File: config.mk
export PLATFORM = sky130hd
export DESIGN_NAME = fc_stream_master
export DESIGN_NICKNAME = d
export VERILOG_FILES = /design/src/rtl/fc_io_pkg.sv /design/src/rtl/fc_io_regfile.sv /design/src/rtl/fc_stream_master.sv
export SDC_FILE = /design/constraint.sdc
export NUM_CORES = 1
export LEC_CHECK = 0
export ABC_AREA = 1
export BUFFER_PORTS_ARGS = -buffer_cell sky130_fd_sc_hd__clkbuf_2
export CAP_MARGIN = 10
export CORE_MARGIN = 5
export CORE_UTILIZATION = 45
export CTS_CLUSTER_DIAMETER = 30
export DETAILED_ROUTE_END_ITERATION = 10
export GPL_TIMING_DRIVEN = 1
export PLACE_DENSITY = 0.74
export SLEW_MARGIN = 15
export SYNTH_ARGS = -nofsm -noshare
export SYNTH_HDL_FRONTEND = slang
export SYNTH_HIERARCHICAL = 1
export SYNTH_SLANG_ARGS = --single-unit
File: constraint.sdc
create_clock -name clk -period 4.35 [get_ports clk]
set_input_delay 0.435 -clock clk [delete_from_list [all_inputs] [get_ports clk]]
set_output_delay 0.435 -clock clk [all_outputs]
set_load 0.01 [all_outputs]
File: src/rtl/fc_io_pkg.sv
// fc_io_pkg
// Shared types and helpers for the fc_* layer host stream master.
//   fc_io_state_t : frame sequencing states (idle, send vector, receive results, done pulse)
//   addr_w(n)     : index width for an n-entry buffer, never narrower than one bit
package fc_io_pkg;

    typedef enum logic [1:0] {
        IDLE = 2'd0,
        SEND = 2'd1,
        RECV = 2'd2,
        DONE = 2'd3
    } fc_io_state_t;

    function automatic int addr_w(input int n);
        return (n > 1) ? $clog2(n) : 1;
    endfunction

endpackage

File: src/rtl/fc_io_regfile.sv
// fc_io_regfile
// Small register-file buffer with one write port and one synchronous read port.
// Ports:
//   clk      : clock, all logic on posedge
//   reset    : synchronous active-high, clears only the read data register
//   wr_en    : write wr_data into entry wr_addr
//   wr_addr  : write index
//   wr_data  : write data
//   rd_en    : load rd_data from entry rd_addr at the next edge, otherwise hold
//   rd_addr  : read index
//   rd_data  : registered read data (one cycle latency)
module fc_io_regfile
    import fc_io_pkg::*;
#(
    parameter int DEPTH = 6,
    parameter int T     = 12
) (
    input  logic                     clk,
    input  logic                     reset,
    input  logic                     wr_en,
    input  logic [addr_w(DEPTH)-1:0] wr_addr,
    input  logic [T-1:0]             wr_data,
    input  logic                     rd_en,
    input  logic [addr_w(DEPTH)-1:0] rd_addr,
    output logic [T-1:0]             rd_data
);

    localparam int AW    = addr_w(DEPTH);
    localparam int SLOTS = 1 << AW;

    // Storage is rounded up to a power of two so every address value maps to
    // a real slot; indices at or above DEPTH are simply never used by the top.
    logic [T-1:0] mem [SLOTS];

    // Contents are deliberately not reset.
    always_ff @(posedge clk) begin
        if (wr_en) begin
            mem[wr_addr] <= wr_data;
        end
    end

    // Read register sees the pre-write contents when reading and writing the
    // same entry in one cycle. Holding it when rd_en is low keeps a stalled
    // output stable.
    always_ff @(posedge clk) begin
        if (reset) begin
            rd_data <= '0;
        end else if (rd_en) begin
            rd_data <= mem[rd_addr];
        end
    end

endmodule

File: src/rtl/fc_stream_master.sv
// fc_stream_master
// Host-side transmitter/receiver for one fc_* layer's valid/ready streams.
// The host preloads an N-element vector and pulses start; the block streams the
// vector to the layer, then collects the M results into a readable buffer.
// Ports:
//   clk, reset                 : clock and synchronous active-high reset
//   host_wr_en/addr/data       : vector buffer write (dropped while busy)
//   start                      : begin a frame (ignored while busy)
//   busy                       : frame in progress, through the done cycle
//   done                       : one-cycle pulse once all results are captured
//   host_rd_addr/host_rd_data  : result buffer read, one cycle latency
//   tx_valid/tx_ready/tx_data  : stream into the layer input
//   rx_valid/rx_ready/rx_data  : stream from the layer output
module fc_stream_master
    import fc_io_pkg::*;
#(
    parameter int M = 6,
    parameter int N = 6,
    parameter int T = 12
) (
    input  logic                 clk,
    input  logic                 reset,
    input  logic                 host_wr_en,
    input  logic [addr_w(N)-1:0] host_wr_addr,
    input  logic [T-1:0]         host_wr_data,
    input  logic                 start,
    output logic                 busy,
    output logic                 done,
    input  logic [addr_w(M)-1:0] host_rd_addr,
    output logic [T-1:0]         host_rd_data,
    output logic                 tx_valid,
    input  logic                 tx_ready,
    output logic [T-1:0]         tx_data,
    input  logic                 rx_valid,
    output logic                 rx_ready,
    input  logic [T-1:0]         rx_data
);

    localparam int AW_N = addr_w(N);
    localparam int AW_M = addr_w(M);
    localparam logic [AW_N-1:0] TX_LAST = AW_N'(N - 1);
    localparam logic [AW_M-1:0] RX_LAST = AW_M'(M - 1);

    fc_io_state_t    state;
    logic [AW_N-1:0] tx_idx;
    logic [AW_M-1:0] rx_idx;

    logic            vbuf_we;
    logic            vbuf_re;
    logic [AW_N-1:0] vbuf_raddr;
    logic            rbuf_we;

    assign busy     = (state != IDLE);
    assign done     = (state == DONE);
    assign rx_ready = (state == RECV);

    assign vbuf_we = host_wr_en && (state == IDLE);
    assign rbuf_we = rx_valid && rx_ready;

    // tx_data is the vector buffer's read register. The first SEND cycle
    // fetches element 0 with tx_valid still low; afterwards each accepted beat
    // fetches the following element so back-to-back beats run at full rate.
    // No fetch on a stall, so tx_data holds.
    assign vbuf_re    = (state == SEND) &&
                        (!tx_valid || (tx_ready && (tx_idx != TX_LAST)));
    assign vbuf_raddr = tx_valid ? (tx_idx + AW_N'(1)) : tx_idx;

    // Frame sequencing. tx_valid, once raised, stays high until the last
    // element is accepted.
    always_ff @(posedge clk) begin
        if (reset) begin
            state    <= IDLE;
            tx_idx   <= '0;
            rx_idx   <= '0;
            tx_valid <= 1'b0;
        end else begin
            case (state)
                IDLE: begin
                    if (start) begin
                        state  <= SEND;
                        tx_idx <= '0;
                    end
                end
                SEND: begin
                    if (!tx_valid) begin
                        tx_valid <= 1'b1;
                    end else if (tx_ready) begin
                        if (tx_idx == TX_LAST) begin
                            state    <= RECV;
                            rx_idx   <= '0;
                            tx_valid <= 1'b0;
                        end else begin
                            tx_idx <= tx_idx + AW_N'(1);
                        end
                    end
                end
                RECV: begin
                    if (rx_valid && rx_ready) begin
                        rx_idx <= rx_idx + AW_M'(1);
                        if (rx_idx == RX_LAST) begin
                            state <= DONE;
                        end
                    end
                end
                DONE: begin
                    state <= IDLE;
                end
                default: begin
                    state <= IDLE;
                end
            endcase
        end
    end

    fc_io_regfile #(
        .DEPTH (N),
        .T     (T)
    ) vbuf (
        .clk     (clk),
        .reset   (reset),
        .wr_en   (vbuf_we),
        .wr_addr (host_wr_addr),
        .wr_data (host_wr_data),
        .rd_en   (vbuf_re),
        .rd_addr (vbuf_raddr),
        .rd_data (tx_data)
    );

    fc_io_regfile #(
        .DEPTH (M),
        .T     (T)
    ) rbuf (
        .clk     (clk),
        .reset   (reset),
        .wr_en   (rbuf_we),
        .wr_addr (rx_idx),
        .wr_data (rx_data),
        .rd_en   (1'b1),
        .rd_addr (host_rd_addr),
        .rd_data (host_rd_data)
    );

endmodule

# Yosys cells after proc, flatten, opt, wreduce, memory -nomap -nowiden
# Memories as Yosys holds them, arrays and structs flattened. A register that Yosys moved wholly into a read port is not among the register bits.
# Cells that the tools add are included.
dict set report word_totals {
  mem_count 2
  inputBits 36
  ff_bits 9
  ram_bits 192
  out_inout_bits 28
  elab_cells 59
}
dict set report op_classes {
  n_addsub 2
  mux 25
  n_reduce_logical 13
  n_eq_ne 13
}
# name words width read_ports rd_clocked_by_memory_dff write_ports line
set mem_list {}
lappend mem_list {rbuf.mem 8 12 1 1 1 fc_io_regfile.sv:33} ;# logic [T-1:0] mem [SLOTS];
lappend mem_list {vbuf.mem 8 12 1 1 1 fc_io_regfile.sv:33}
# cell n
set op_table {}
lappend op_table {{$mux 3} 9}
lappend op_table {{$mux 2} 6}
lappend op_table {{$pmux 3 s2} 2}
lappend op_table {{$reduce_and 5->1} 2}
lappend op_table {{$ne 2x2->1 const B} 4}
lappend op_table {{$pmux 2 s4} 1}
lappend op_table {{$mux 1} 7}
lappend op_table {{$add 3x1->3 const B} 2}
lappend op_table {{$eq 3x3->1 const B} 2}
lappend op_table {{$ne 2x1->1 const B} 3}
lappend op_table {{$reduce_and 6->1} 1}
lappend op_table {{$reduce_bool 2->1} 3}
lappend op_table {{$eq 2x2->1 const B} 2}
lappend op_table {{$logic_and 1x1->1} 4}
lappend op_table {{$ne 3x3->1 const B} 1}
lappend op_table {{$eq 2x1->1 const B} 1}
lappend op_table {{$logic_not 2->1} 1}
lappend op_table {{$logic_not 1->1} 1}
lappend op_table {{$logic_or 1x1->1} 1}

# Depth between registers and ports, before layout
dict set report depth {
  word_depth 5
  depth_mapped 10
}

# By module
# Netlist, hierarchy kept.
# module area_each_um2 cells_each n_inst
set modules_own_cells {}
lappend modules_own_cells {fc_io_regfile 4553.1 449 2}
lappend modules_own_cells {fc_stream_master 714.4 106 1}

# Worst setup path before layout
# Ideal clock, no wire load.
dict set report synth_timing {
  path_type {flip-flop to flip-flop}
  start {reg state[0]}
  end {mem rbuf.mem[1][0] (enable)}
  stages_incl_launch_ff 7
  t_arrival_ns 1.473
  path_slack_ns 2.497
  setup_time_ns 0.380
  cell_sequence {dfxtp_1 inv_1 ha_1 nand2_1 inv_1 nand2_1 nor2_1}
}
dict set report synth_between {
  elab_chain_cells 4
}
# element line
set synth_rtl {}
lappend synth_rtl {{start: declaration} fc_stream_master.sv:44} ;# fc_io_state_t state;
lappend synth_rtl {{start signal: assignment} fc_stream_master.sv:72} ;# state <= IDLE;
lappend synth_rtl {{start signal: assignment} fc_stream_master.sv:80} ;# state <= SEND;
lappend synth_rtl {{start signal: assignment} fc_stream_master.sv:89} ;# state <= RECV;
lappend synth_rtl {{$eq 2x2->1} fc_stream_master.sv:55} ;# assign rx_ready = (state == RECV);
lappend synth_rtl {{named net rx_ready} fc_stream_master.sv:35} ;# output logic rx_ready,
lappend synth_rtl {{$logic_and 1x1->1} fc_stream_master.sv:58} ;# assign rbuf_we = rx_valid && rx_ready;
lappend synth_rtl {{named net rbuf_we} fc_stream_master.sv:51} ;# logic rbuf_we;
lappend synth_rtl {{$mux 1} fc_io_regfile.sv:37} ;# if (wr_en) begin
lappend synth_rtl {{$mux 1 (implied by the code)} fc_io_regfile.sv:38} ;# mem[wr_addr] <= wr_data;
lappend synth_rtl {{end: declaration} fc_io_regfile.sv:33}
# The timed path passes the listed nets, and every way through them passes these cells.

# Worst setup path after layout
dict set report layout_timing {
  start {reg tx_valid}
  end {reg vbuf.rd_data[9], read port of vbuf.mem}
}
dict set report layout_between {
  elab_cells_between_ends 4
}
# element line
set layout_lines {}
lappend layout_lines {{start: declaration} fc_stream_master.sv:31} ;# output logic tx_valid,
lappend layout_lines {{start signal: assignment} fc_stream_master.sv:75} ;# tx_valid <= 1'b0;
lappend layout_lines {{start signal: assignment} fc_stream_master.sv:86} ;# tx_valid <= 1'b1;
lappend layout_lines {{start signal: assignment} fc_stream_master.sv:91} ;# tx_valid <= 1'b0;
lappend layout_lines {{$mux 3} fc_stream_master.sv:66} ;# assign vbuf_raddr = tx_valid ? (tx_idx + AW_N'(1)) : tx_idx;
lappend layout_lines {{named net vbuf_raddr[0]} fc_stream_master.sv:50} ;# logic [AW_N-1:0] vbuf_raddr;
lappend layout_lines {{end: declaration} fc_io_regfile.sv:25} ;# output logic [T-1:0] rd_data
# The timed path passes the listed nets, and every way through them passes these cells.
# A chain may end at the register's enable or synchronous reset.

==> flow_metrics.py <==
metrics = {
    "die": {
        "coreArea_sq_um": 21690,
        "rows": 54,
        "dieArea_sq_um": 24880,
        "dieWidth_um": 157.7,
        "ios": 64,
        "start_util_pct": 45.28,
        "die_h_um": 157.7,
    },
    "grt": {
        "first_global_vias": 6801,
        "grtUsageTotal_pct": 18.15,
        "grt_pass1_wl_um": 35420,
        "grt.overflow.total": 0,
        "grt_max_degree": 50,
        "antenna_found_initial": 0,
    },
    "clocking": {
        "root_buffer": "clkbuf_16",
        "htreeDepth": 2,
        "post_cts_buffers": 0,
        "cts_hold_buf": 0,
        "cts_tree": "built",
        "cts_made_buffers": 47,
        "clock_sinks": 225,
        "clk_pin_slew_worst_paths_ps": 50,
        "clk_latency_ps": 530,
        "clockBufferDepth": 3,
        "cts_resized": 0,
    },
    "route": {
        "vias": 7038,
        "wl_per_cell_um": 15.96,
        "ant_nets": 0,
        "first_pass_iters": 5,
        "routed_via_density": 5.006,
        "totalWireLength_um": 22450,
        "drt_iter0_markers": 662,
        "drc": 0,
    },
    "critical_path": {
        "arrival_ps": 2810,
        "crit_buf_inv": 2,
        "critical_path_class": "reg -> reg",
        "cpLargestDelayFamily": "buffers and inverters",
        "critical_path.cell_chain": "xor2_4 -> buf_4 -> inv_2 -> nand2_1 -> nand3_1 -> nand3_1 -> nand2_1 -> a21oi_1",
        "cpPeakStageDelay_ps": 510,
        "startpoint_type": "flip-flop",
        "cp.required_ps": 4790,
        "worst_path_max_delay_cell": "dfxtp_1",
        "end_kind": "flip-flop",
        "path_max_fanout": 49,
    },
    "finish": {
        "most-common-layout-cells": "253 x nand2_1, 219 x inv_1, 192 x edfxtp_1",
        "final_common_cell": "nand2_1",
        "drive_gt1_share_pct": 15.19,
        "nets": 1133,
        "n_antenna_cell": 0,
        "area_growth_syn_to_layout_pct": 22.72,
    },
    "sta": {
        "layout_min_cycle_time_ps": 2369,
        "fin_setup_tns_ps": 0,
        "final_hold_viol_count": 0,
        "drv_slew": 0,
        "grt_setup_unrepaired": "no",
        "slew_headroom_pct": 20.15,
        "final.period_utilization_pct": 54.45,
        "finalClockSkew_ps": 21.39,
        "max_freq_ghz": 0.4222,
        "setup_viol": 0,
        "worst_pin_slew_ps": 1193,
    },
    "synthesis": {
        "ys_ff_latch": 225,
        "syn_avg_cell_area_sq_um": 9.782,
        "syn_inst": 1004,
        "ys_seq_area_share_pct": 65.44,
        "netlist_area_sq_um": 9821,
        "yosysWarnings": 6,
        "synth_cell_types": 26,
    },
    "power_and_ir_drop": {
        "peakVddDrop_v": 0.0004100,
        "p_per_area_nw_per_um2": 629.9,
        "finalPower_mw": 7.592,
        "power.leakage_nw": 5.448,
    },
    "placement": {
        "place_congestion": 0.8648,
        "dpl.hpwl_um": 13590,
        "io_buffers": 63,
    },
    "status": {
        "status": "complete, no violations",
    },
    "flow_run": {
        "cap_violations": 0,
    },
    "hold_path": {
        "hold_class": "in -> reg",
    },
}
## power by group
group	switching, mW	internal (mW)
Combinational	0.892	0.398
Sequential	0.0971	2.49
Clock	1.15	2.56
Total	2.14	5.45
## sequential cells by signal, summed over array words and instances (netlist names)
name / count
vbuf/rd_data: 12
tx_valid: 1
tx_idx: 3
rx_idx: 3
rbuf/rd_data: 12
vbuf/mem: 96
state: 2
rbuf/mem: 96
## metal layers
layer | global-route usage [%] | wire (um) | part of all wire [%]
met3 | 3.554 | 1793 | 8.0
met4 | 6.596 | 649 | 2.9
met1 | 23.68 | 8897 | 40
met5 | 0 | 0 | 0
met2 | 30.32 | 11100 | 49
## final timing paths
check | cells past startpoint | slack (ps) | from | endpoint
setup / recovery | 8 | 1980 | tx_valid | vbuf/rd_data[9]
hold / removal | 1 | 200 | host_wr_data[0] | vbuf/mem[6][0]
setup reg to reg | 8 | 1980 | tx_valid | vbuf/rd_data[9]
hold reg to reg | 2 | 520 | tx_idx[1] | tx_idx[1]
## cell usage after synthesis, drive strengths merged
master	number	share of area (%)
nand2	257	10
inv	223	8.5
edfxtp	192	59
nand3	152	7.8
dfxtp	33	6.7
nor2	32	1.4
a21oi	31	1.7
o21ai	29	1.5
buf	20	1.4
clkbuf	20	0.76
ha	9	1.1
or2	3	0.19
conb	1	0.038
o21a	1	0.089
xor2	1	0.089
## area by class of cell
type / instances / area (sq um)
fill: 1805 / 9637
timing repair buffer: 70 / 367.9
clock inverter: 28 / 402.9
inverter: 223 / 837.1
clock buffer: 59 / 1271
tap: 280 / 350.3
sequential: 225 / 6426
multi-input combinational: 521 / 2396
## per-stage QoR
| step | hold slack [ps] | setup slack, ps | instance area, sq um | instances | utilization [%] |
|---|---|---|---|---|---|
| global placement | 500.3 | 1963 | 10370 | 1319 | 47.81 |
| CTS | 174.7 | 1937 | 12050 | 1406 | 55.56 |
| floorplan | 473.0 | 2497 | 9839 | 1009 | - |
| global route | 193.3 | 1784 | 12050 | 1406 | 55.57 |
| detailed placement | 510.8 | 2010 | 10380 | 1319 | 47.84 |
| finish | 200.0 | 1981 | 12050 | 1406 | 55.57 |
## kinds of logic after synthesis
logic type               count (synthesis)  share of synthesized area, %
buffers and inverters                  263                         10.66
AND/OR/NAND/NOR                        444                         19.37
flip-flops                             225                         65.44
AO/OA/AOI/OAI                           61                         3.261
other                                    1                       0.03818
XOR/XNOR                                 1                       0.08920
adder cells (fa/ha/maj)                  9                         1.147
No activity file was read; power rests on OpenSTA's default activity.
